`config.mk`:
```
export PLATFORM = sky130hd
export DESIGN_NAME = reg_wb_scheduler
export DESIGN_NICKNAME = d
export VERILOG_FILES = /design/src/rtl/reg_wb_scheduler_pkg.sv /design/src/rtl/reg_wb_scheduler_wb_queue.sv /design/src/rtl/reg_wb_scheduler.sv
export SDC_FILE = /design/constraint.sdc
export NUM_CORES = 1
export LEC_CHECK = 0
export CORE_UTILIZATION = 50
export DETAILED_ROUTE_END_ITERATION = 8
export PLACE_DENSITY = 0.73
export REMOVE_ABC_BUFFERS = 1
export SYNTH_ARGS = -nofsm -noshare
export SYNTH_HDL_FRONTEND = slang
export SYNTH_HIERARCHICAL = 1
export SYNTH_SLANG_ARGS = --single-unit
```
`constraint.sdc`:
```
create_clock -name CLOCK -period 4.8 [get_ports CLOCK]
set_clock_uncertainty 0.2 [all_clocks]
set_input_delay 0.48 -clock CLOCK [delete_from_list [all_inputs] [get_ports CLOCK]]
set_output_delay 0.48 -clock CLOCK [all_outputs]
set_load 0.05 [all_outputs]
```
`src/rtl/reg_wb_scheduler_pkg.sv`:
```
// Shared sizing defaults and the write-back entry type for the register-file
// write-back scheduler.
package reg_wb_scheduler_pkg;
    localparam int DEPTH_DEF  = 4;
    localparam int ADDR_W_DEF = 3;
    localparam int DATA_W_DEF = 8;

    typedef struct packed {
        logic [ADDR_W_DEF-1:0] addr;
        logic [DATA_W_DEF-1:0] data;
    } wb_entry_t;
endpackage

```
`src/rtl/reg_wb_scheduler_wb_queue.sv`:
```
// In-order pending-write FIFO: two ordered pushes (slot 0 older), one pop,
// occupancy count and per-entry address match for read-hazard detection.
module wb_queue
    import reg_wb_scheduler_pkg::*;
#(
    parameter int DEPTH  = DEPTH_DEF,
    parameter int ADDR_W = ADDR_W_DEF,
    parameter int DATA_W = DATA_W_DEF
) (
    input  logic                        i_clk,
    input  logic                        i_rst_n,
    input  logic                        i_push0,
    input  logic [ADDR_W-1:0]           i_addr0,
    input  logic [DATA_W-1:0]           i_data0,
    input  logic                        i_push1,
    input  logic [ADDR_W-1:0]           i_addr1,
    input  logic [DATA_W-1:0]           i_data1,
    input  logic                        i_pop,
    input  logic [ADDR_W-1:0]           i_rd1_addr,
    input  logic [ADDR_W-1:0]           i_rd2_addr,
    output logic [ADDR_W-1:0]           o_head_addr,
    output logic [DATA_W-1:0]           o_head_data,
    output logic [$clog2(DEPTH):0]      o_count,
    output logic [DEPTH-1:0]            o_match1,
    output logic [DEPTH-1:0]            o_match2
);
    localparam int PW = $clog2(DEPTH);
    localparam int CW = PW + 1;

    logic [ADDR_W-1:0] r_addr [DEPTH];
    logic [DATA_W-1:0] r_data [DEPTH];
    logic [PW-1:0]     r_wr_ptr, r_rd_ptr;
    logic [CW-1:0]     r_count;
    logic [PW-1:0]     w_slot1;
    logic [DEPTH-1:0]  w_valid;

    // The second push lands behind the first when both are present.
    assign w_slot1 = r_wr_ptr + PW'(i_push0);

    always_ff @(posedge i_clk) begin
        if (i_push0) begin
            r_addr[r_wr_ptr] <= i_addr0;
            r_data[r_wr_ptr] <= i_data0;
        end
        if (i_push1) begin
            r_addr[w_slot1] <= i_addr1;
            r_data[w_slot1] <= i_data1;
        end
    end

    always_ff @(posedge i_clk) begin
        if (!i_rst_n) begin
            r_wr_ptr <= '0;
            r_rd_ptr <= '0;
            r_count  <= '0;
        end else begin
            r_wr_ptr <= r_wr_ptr + PW'(i_push0) + PW'(i_push1);
            r_rd_ptr <= r_rd_ptr + PW'(i_pop);
            r_count  <= r_count + CW'(i_push0) + CW'(i_push1) - CW'(i_pop);
        end
    end

    for (genvar i = 0; i < DEPTH; i++) begin : g_ent
        logic [PW-1:0] w_off;
        // Distance from head, modulo DEPTH; entry is live if within count.
        assign w_off       = PW'(i) - r_rd_ptr;
        assign w_valid[i]  = CW'(w_off) < r_count;
        assign o_match1[i] = w_valid[i] && (r_addr[i] == i_rd1_addr);
        assign o_match2[i] = w_valid[i] && (r_addr[i] == i_rd2_addr);
    end

    assign o_head_addr = r_addr[r_rd_ptr];
    assign o_head_data = r_data[r_rd_ptr];
    assign o_count     = r_count;
endmodule

```
`src/rtl/reg_wb_scheduler.sv`:
```
// Register-file write-back scheduler: merges ALU and load-return writes onto
// the single write port in arrival order and flags pending-write read hazards.
module reg_wb_scheduler
    import reg_wb_scheduler_pkg::*;
#(
    parameter int DEPTH  = DEPTH_DEF,
    parameter int ADDR_W = ADDR_W_DEF,
    parameter int DATA_W = DATA_W_DEF
) (
    input  logic              CLOCK,
    input  logic              RESET,
    input  logic              ALU_WRITE,
    input  logic [ADDR_W-1:0] ALU_ADDR,
    input  logic [DATA_W-1:0] ALU_DATA,
    input  logic              MEM_WRITE,
    input  logic [ADDR_W-1:0] MEM_ADDR,
    input  logic [DATA_W-1:0] MEM_DATA,
    input  logic [ADDR_W-1:0] RD1_ADDR,
    input  logic [ADDR_W-1:0] RD2_ADDR,
    output logic              WRITE,
    output logic [ADDR_W-1:0] INADDRESS,
    output logic [DATA_W-1:0] IN,
    output logic              STALL,
    output logic              HAZARD1,
    output logic              HAZARD2,
    output logic              OVERFLOW
);
    localparam int CW = $clog2(DEPTH) + 1;

    logic              r_write;
    logic [ADDR_W-1:0] r_inaddr;
    logic [DATA_W-1:0] r_in;
    logic              r_ovf;

    logic [CW-1:0]     w_count, w_space;
    logic              w_empty, w_pop;
    logic              w_want0, w_want1, w_acc0, w_acc1, w_drop;
    logic [ADDR_W-1:0] w_head_addr;
    logic [DATA_W-1:0] w_head_data;
    logic [DEPTH-1:0]  w_match1, w_match2;

    assign w_empty = (w_count == '0);
    assign w_pop   = !w_empty;
    assign w_space = CW'(DEPTH) - w_count;

    // A non-empty queue owns the output stage, so every request queues;
    // otherwise MEM (older) bypasses and only a same-cycle ALU queues.
    assign w_want0 = MEM_WRITE && !w_empty;
    assign w_want1 = ALU_WRITE && (!w_empty || MEM_WRITE);
    assign w_acc0  = w_want0 && (w_space != '0);
    assign w_acc1  = w_want1 && (w_space > CW'(w_acc0));
    assign w_drop  = (w_want0 && !w_acc0) || (w_want1 && !w_acc1);

    wb_queue #(.DEPTH(DEPTH), .ADDR_W(ADDR_W), .DATA_W(DATA_W)) u_queue (
        .i_clk       (CLOCK),
        .i_rst_n     (RESET),
        .i_push0     (w_acc0),
        .i_addr0     (MEM_ADDR),
        .i_data0     (MEM_DATA),
        .i_push1     (w_acc1),
        .i_addr1     (ALU_ADDR),
        .i_data1     (ALU_DATA),
        .i_pop       (w_pop),
        .i_rd1_addr  (RD1_ADDR),
        .i_rd2_addr  (RD2_ADDR),
        .o_head_addr (w_head_addr),
        .o_head_data (w_head_data),
        .o_count     (w_count),
        .o_match1    (w_match1),
        .o_match2    (w_match2)
    );

    always_ff @(posedge CLOCK) begin
        if (!RESET) begin
            r_write  <= 1'b0;
            r_inaddr <= '0;
            r_in     <= '0;
            r_ovf    <= 1'b0;
        end else begin
            r_ovf   <= r_ovf | w_drop;
            r_write <= w_pop | MEM_WRITE | ALU_WRITE;
            if (w_pop) begin
                r_inaddr <= w_head_addr;
                r_in     <= w_head_data;
            end else if (MEM_WRITE) begin
                r_inaddr <= MEM_ADDR;
                r_in     <= MEM_DATA;
            end else if (ALU_WRITE) begin
                r_inaddr <= ALU_ADDR;
                r_in     <= ALU_DATA;
            end
        end
    end

    assign WRITE     = r_write;
    assign INADDRESS = r_inaddr;
    assign IN        = r_in;
    assign OVERFLOW  = r_ovf;
    assign STALL     = (w_count >= CW'(DEPTH - 1));
    assign HAZARD1   = (r_write && (r_inaddr == RD1_ADDR)) || (|w_match1);
    assign HAZARD2   = (r_write && (r_inaddr == RD2_ADDR)) || (|w_match2);
endmodule

```
==> out/results.tsv, run 1 <==
stage	metric	value	unit
status	run status	finished clean	
die	core footprint	0.00725	mm²
synth	Avg Inst Size Synth	13.3	µm²
timing	Setup TNS	0	ns
synth	mux cell area share after synthesis	19.9	%
die	initial core utilization	51.9	%
placement	GP Congestion	0.824	
job	MaxCap Viol Count	0	
global_routing	largest net degree at the start of global routing	26	
die	FP Rows	31	
setup_path	Buf+Inv Stages, Crit Path	3	
timing	Slew Viols, Final	0	
timing	final hold viol count	0	
timing	slew of the pin with the lowest slew margin	1.01	ns
clocking	Max clock buf depth	2	
global_routing	initial antenna violation count	0	
die	Top Ports	48	
detailed_routing	DRC	0	
clocking	Reg clk slew, reported paths	0.08	ns
final_layout	nets	385	
clocking	CTS tree	yes	
setup_path	Worst path top cell family by delay	adder cells	
synth	post-synthesis sequential area ratio	45.7	%
synth	EDFF count, synth	44	
pwr	Power Density	675	mW/mm²
timing	# setup viols final	0	
detailed_routing	Detail Route Antenna Nets	0	
setup_path	Critical Path Start Type	flop	
clocking	H-tree depth	3	
synth	Yosys cell types	42	
final_layout	# diodes	0	
setup_path	Worst EP arrival	4.04	ns
global_routing	first-pass GRT wire length	13300	µm
synth	Async S/R FF share, synth	0	%
synth	Mapped Cells	284	
clocking	number of post-CTS setup repair buffers	0	
detailed_routing	overall routed net length	8670	µm
die	Die Footprint	0.00789	mm²
synth	Ys Warns	6	
final_layout	fraction of layout instances using a drive strength above 1	28.0	%
pwr	Leak	1.64	nW
setup_path	Crit Path Max Fanout	6	
timing	Period minus WS final	4.01	ns
die	Die Span X	88.8	µm
detailed_routing	drt wl/cell	19.6	µm
setup_path	Worst EP required	4.83	ns
timing	Relative slew margins	32.4	%
global_routing	vias in the first global route	2577	
die	Die Ht	88.8	µm
global_routing	GR Util All Layers	23.5	%
synth	largest family of logic cells by synthesized area	multiplexers	
timing	RSZ-0062 raised after global routing	no	
detailed_routing	vias per std cell	5.81	
synth	flop and latch count out of synthesis	64	
detailed_routing	DR vias	2569	
timing	Max Clock Freq	250	MHz
placement	Port Buf Inserts	47	
clocking	Num CTS Buffers	9	
worst_hold_path	Hold Path Class	reg2reg	
synth	synthesized cell area	0.00377	mm²
clocking	CTS-repair resized insts	0	
placement	placed cells	426	
clocking	CTS Hold Bufs	0	
synth	xor/xnor share of the synthesized area	8.57	%
detailed_routing	drt first pass iters	4	
final_layout	fin cells	442	
detailed_routing	DRT iter0 DRCs	96	
setup_path	cell chain of the critical path	inv_1, ha_1, ha_1, nor3_1, ha_1, or2_1, a21oi_1, inv_1, ha_1, inv_1, fa_1, fa_1, xnor2_1, xnor2_1, and2_1	
synth	dominant register cell in the synthesized netlist	edfxtp_1	
setup_path	most frequent CP cell	ha_1	
setup_path	CP max stage cell	dfxtp_1	
timing	hold_ws	0.335	ns
timing	Final period util	83.4	%
clocking	clk root buf	clkbuf_8	
final_layout	FILL cells	593	
pwr	VDD IR max	338	µV
final_layout	commonest non-fill, non-tap cell in the layout	clkdlybuf4s50_1	
setup_path	CP peak stage delay	0.45	ns
setup_path	crit end category	flop	
global_routing	global route overflow	0	
final_layout	most frequent cells in the layout	47 x clkdlybuf4s50_1, 44 x edfxtp_1, 42 x mux2_2, 27 x xor2_1, 20 x dfxtp_1	
synth	simple-gate share of the synthesized area	5.75	%
synth	compound-cell area share of the yosys netlist	10.7	%
clocking	Skew-Pair Late Insertion Delay	0.34	ns
clocking	CTS sink count	64	
final_layout	Synth-to-Final Area Change	21.8	%
synth	Synth Area in Adders	5.38	%
placement	hpwl dp	5890	µm
setup_path	critical path type	reg2reg	
## sequential cells by signal, summed over array words and instances, names as in the netlist
| register | flops |
|---|---|
| IN | 8 |
| u_queue/r_rd_ptr | 2 |
| INADDRESS | 3 |
| OVERFLOW | 1 |
| u_queue/r_wr_ptr | 2 |
| u_queue/r_data | 32 |
| WRITE | 1 |
| u_queue/r_addr | 12 |
| u_queue/o_count | 3 |
## synthesized netlist by cell type, drive strengths merged, types with 3 or more instances
cell / instances / share of area, %
edfxtp: 44 / 35
mux2: 44 / 13
xor2: 28 / 6.7
dfxtp: 20 / 11
a21oi: 13 / 1.7
ha: 13 / 4.3
inv: 13 / 1.3
buf: 12 / 2.5
o22ai: 12 / 2.0
mux4: 11 / 6.6
o221ai: 11 / 4.1
and2: 8 / 1.3
xnor2: 8 / 1.9
nand2: 6 / 0.66
nor4: 6 / 1.0
nand2b: 5 / 0.90
a2111oi: 4 / 0.93
nand4: 3 / 0.50
o21ai: 3 / 0.40
## through the flow
stage                     setup WS, ns  area [µm²]  util [%]  power (mW)
after floorplan                  0.442        3660         -        2.04
after global placement           0.695        4330      59.8        2.49
after detailed placement         0.583        4330      59.8        2.52
after CTS                        0.825        4590      63.2        3.11
after global routing             0.601        4590      63.2        3.26
final                            0.795        4590      63.2        3.10
## worst min-delay path, cell delays in order, from the launching register on
cell and delay [ns]:
dfxtp_1 0.32, o221ai_2 0.12, a21oi_1 0.05
## power breakdown
group / internal, mW / leakage (nW) / switching [mW]
logic: 0.674 / 0.947 / 0.883
registers: 0.833 / 0.571 / 0.127
clock network: 0.362 / 0.123 / 0.219
total: 1.87 / 1.64 / 1.23
## final cells by class
type | count | area (µm²) | area share, %
inverter | 13 | 48.8 | 1.06
clock buffer | 10 | 138 | 3.00
timing repair buffer | 57 | 546 | 11.9
multi-input combinational | 193 | 1890 | 41.3
clock inverter | 6 | 115 | 2.51
tap | 99 | 124 | 2.70
sequential | 64 | 1720 | 37.5
## worst paths after layout
path                        end  slack [ns]               start  cells after the start
max          u_queue/o_count[2]        0.79  u_queue/o_count[0]                     15
min                       IN[7]        0.33               IN[7]                      2
max reg2reg  u_queue/o_count[2]        0.79  u_queue/o_count[0]                     15
min reg2reg               IN[7]        0.33               IN[7]                      2
## layer usage
metal	vias to the layer above	GRT usage, %	wire length, µm
li1	1198	-	-
met4	0	7.62	144
met1	1279	29.6	3670
met3	13	4.66	430
met2	79	40.6	4430
met5	-	0	0
## cells by family after synthesis
| group | after synthesis |
|---|---|
| compound gates | 51 |
| xor+xnor | 36 |
| fa+ha+maj | 15 |
| buf+inv | 27 |
| flops | 64 |
| mux | 55 |
| simple gates | 36 |
Note: power is estimated with default switching activity, not from simulation.
==> run 2: changes to the inputs <==
- PLACE_DENSITY: 0.73 -> 0.76
- clock period: 4.8 -> 3.55 ns (I/O delays scaled with it)
==> out/results.tsv, run 2 (synthesized netlist as in run 1, its figures left out) <==
stage	metric	value	unit	change
detailed_routing	DRC	0		unchanged
detailed_routing	vias per std cell	5.71		-1.8%
final_layout	Top reg by flops	u_queue/r_data		
clocking	Max clock buf depth	2		unchanged
setup_path	Worst EP required	3.60	ns	-1.23 ns
global_routing	first-pass GRT wire length	13700	µm	+3.0%
clocking	Num CTS Buffers	9		unchanged
detailed_routing	overall routed net length	8490	µm	-2.1%
clocking	CTS Hold Bufs	0		unchanged
clocking	H-tree depth	3		unchanged
timing	Final WS setup	0.120	ns	-0.675 ns
clocking	Skew-Pair Late Insertion Delay	0.35	ns	about the same
setup_path	crit end category	flop		
job	MaxCap Viol Count	0		unchanged
final_layout	FILL cells	580		-2.2%
final_layout	max reg flops	32		unchanged
final_layout	Util after Layout	65.5	%	+2.3 points
placement	GP Congestion	0.837		+1.6%
clocking	CTS sink count	64		unchanged
final_layout	Synth-to-Final Area Change	26.1	%	
timing	Relative slew margins	36.2	%	+3.8 points
placement	area post-placement	0.00446	mm²	+3.0%
setup_path	Critical Path Start Type	flop		
clocking	CTS tree	yes		
die	FP Rows	31		unchanged
timing	hold_ws	0.338	ns	+0.00326 ns
setup_path	Crit Path Max Fanout	2		-4
placement	hpwl dp	5720	µm	-2.7%
pwr	VDD IR max	461	µV	+37%
placement	Port Buf Inserts	47		unchanged
timing	Period minus WS final	3.43	ns	-0.575 ns
global_routing	GR Util All Layers	24.1	%	+0.68 points
detailed_routing	drt first pass iters	4		unchanged
timing	slew of the pin with the lowest slew margin	0.954	ns	-0.0570 ns
final_layout	most frequent cells in the layout	45 x clkdlybuf4s50_1, 44 x edfxtp_1, 42 x mux2_2, 27 x xor2_1, 25 x buf_4		
placement	pre-CTS setup slack	-0.200	ns	-0.783 ns
timing	final hold viol count	0		unchanged
global_routing	global route overflow	0		unchanged
die	core footprint	0.00725	mm²	unchanged
global_routing	initial antenna violation count	0		unchanged
clocking	clk root buf	clkbuf_8		
detailed_routing	drt wl/cell	18.5	µm	-5.5%
die	Die Span X	88.8	µm	unchanged
timing	Slew Viols, Final	0		unchanged
detailed_routing	Detail Route Antenna Nets	0		unchanged
final_layout	commonest non-fill, non-tap cell in the layout	clkdlybuf4s50_1		
detailed_routing	DR vias	2613		+1.7%
setup_path	critical path type	reg2reg		
die	initial core utilization	51.9	%	unchanged
final_layout	fraction of layout instances using a drive strength above 1	35.4	%	+7.4 points
timing	Setup TNS	0	ns	unchanged
die	Top Ports	48		unchanged
setup_path	Worst EP arrival	3.48	ns	-0.56 ns
timing	Max Clock Freq	292	MHz	+17%
die	Die Ht	88.8	µm	unchanged
final_layout	Final Cell Area	0.00475	mm²	+3.6%
pwr	Power Density	908	mW/mm²	+34%
die	Die Footprint	0.00789	mm²	unchanged
clocking	Reg clk slew, reported paths	0.08	ns	about the same
pwr	Leak	1.72	nW	+4.6%
final_layout	nets	401		+4.2%
worst_hold_path	Hold Path Class	reg2reg		
timing	Final period util	96.6	%	+13 points
status	run status	finished clean		
timing	# setup viols final	0		unchanged
detailed_routing	DRT iter0 DRCs	113		+18%
global_routing	largest net degree at the start of global routing	26		unchanged
final_layout	# diodes	0		unchanged
global_routing	vias in the first global route	2736		+6.2%
==> run 2: cell types whose count changed in the layout (fill, tap and decap cells not counted), sizes merged <==
cell,change
buf,+18
bufinv,-2
clkbuf,+1
clkdlybuf4s50,-2
clkinv,+1
clkinvlp,+1
inv,-1
==> run 2: area by class of cell <==
class / instances / area (µm²) / share of cell area (%)
Multi-Input combinational cell: 193 / 1950 / 41.0
Timing Repair Buffer: 73 / 698 / 14.7
Clock inverter: 5 / 55.1 / 1.16
Clock buffer: 11 / 151 / 3.19
Sequential cell: 64 / 1720 / 36.3
Tap cell: 99 / 124 / 2.61
Inverter: 13 / 48.8 / 1.03
==> run 2: timing repair <==
item	CTS	global route
setup buffers	0	3
cloned	0	0
resized for setup	4	12
endpoints found under the setup margin	1	1
pin swaps	0	10
==> run 2: metrics by stage <==
step / cells / power, mW
floorplan: 270 / 2.76
global placement: 439 / 3.49
detailed placement: 439 / 3.54
CTS: 455 / 4.24
global route: 458 / 4.57
finish: 458 / 4.31
==> run 2: critical path: stages (launching register included) <==
cell and delay [ns]:
dfxtp_2 0.34, inv_2 0.05, ha_4 0.17, ha_4 0.17
nor3_4 0.19, ha_1 0.26, or2_1 0.24, a21oi_2 0.15
inv_1 0.06, ha_1 0.29, inv_2 0.04, fa_2 0.36
fa_2 0.39, xnor2_2 0.15, xnor2_1 0.12, and2_1 0.16
==> run 2: layer usage <==
layer  vias to the layer above  part of all wire [%]  track usage (%)
met3                        15                   5.2             4.85
met1                      1268                    42             29.1
met5                         -                     0                0
met4                         0                   1.7             8.36
met2                        94                    51             43.1
li1                       1236                     -                -
==> run 2: report_power, final <==
| group | leakage (nW) | internal (mW) | switching [mW] |
|---|---|---|---|
| clock network | 0.101 | 0.360 | 0.294 |
| logic | 1.04 | 1.10 | 1.27 |
| registers | 0.572 | 1.13 | 0.165 |
| total | 1.72 | 2.58 | 1.73 |
==> run 2: path summary, 6_finish.rpt <==
kind / slack, ns / endpoint / from / depth (start not counted)
min reg2reg: 0.34 / IN[6] / IN[6] / 2
max: 0.12 / u_queue/o_count[2] / u_queue/o_count[1] / 15
min: 0.34 / IN[6] / IN[6] / 2
max reg2reg: 0.12 / u_queue/o_count[2] / u_queue/o_count[1] / 15
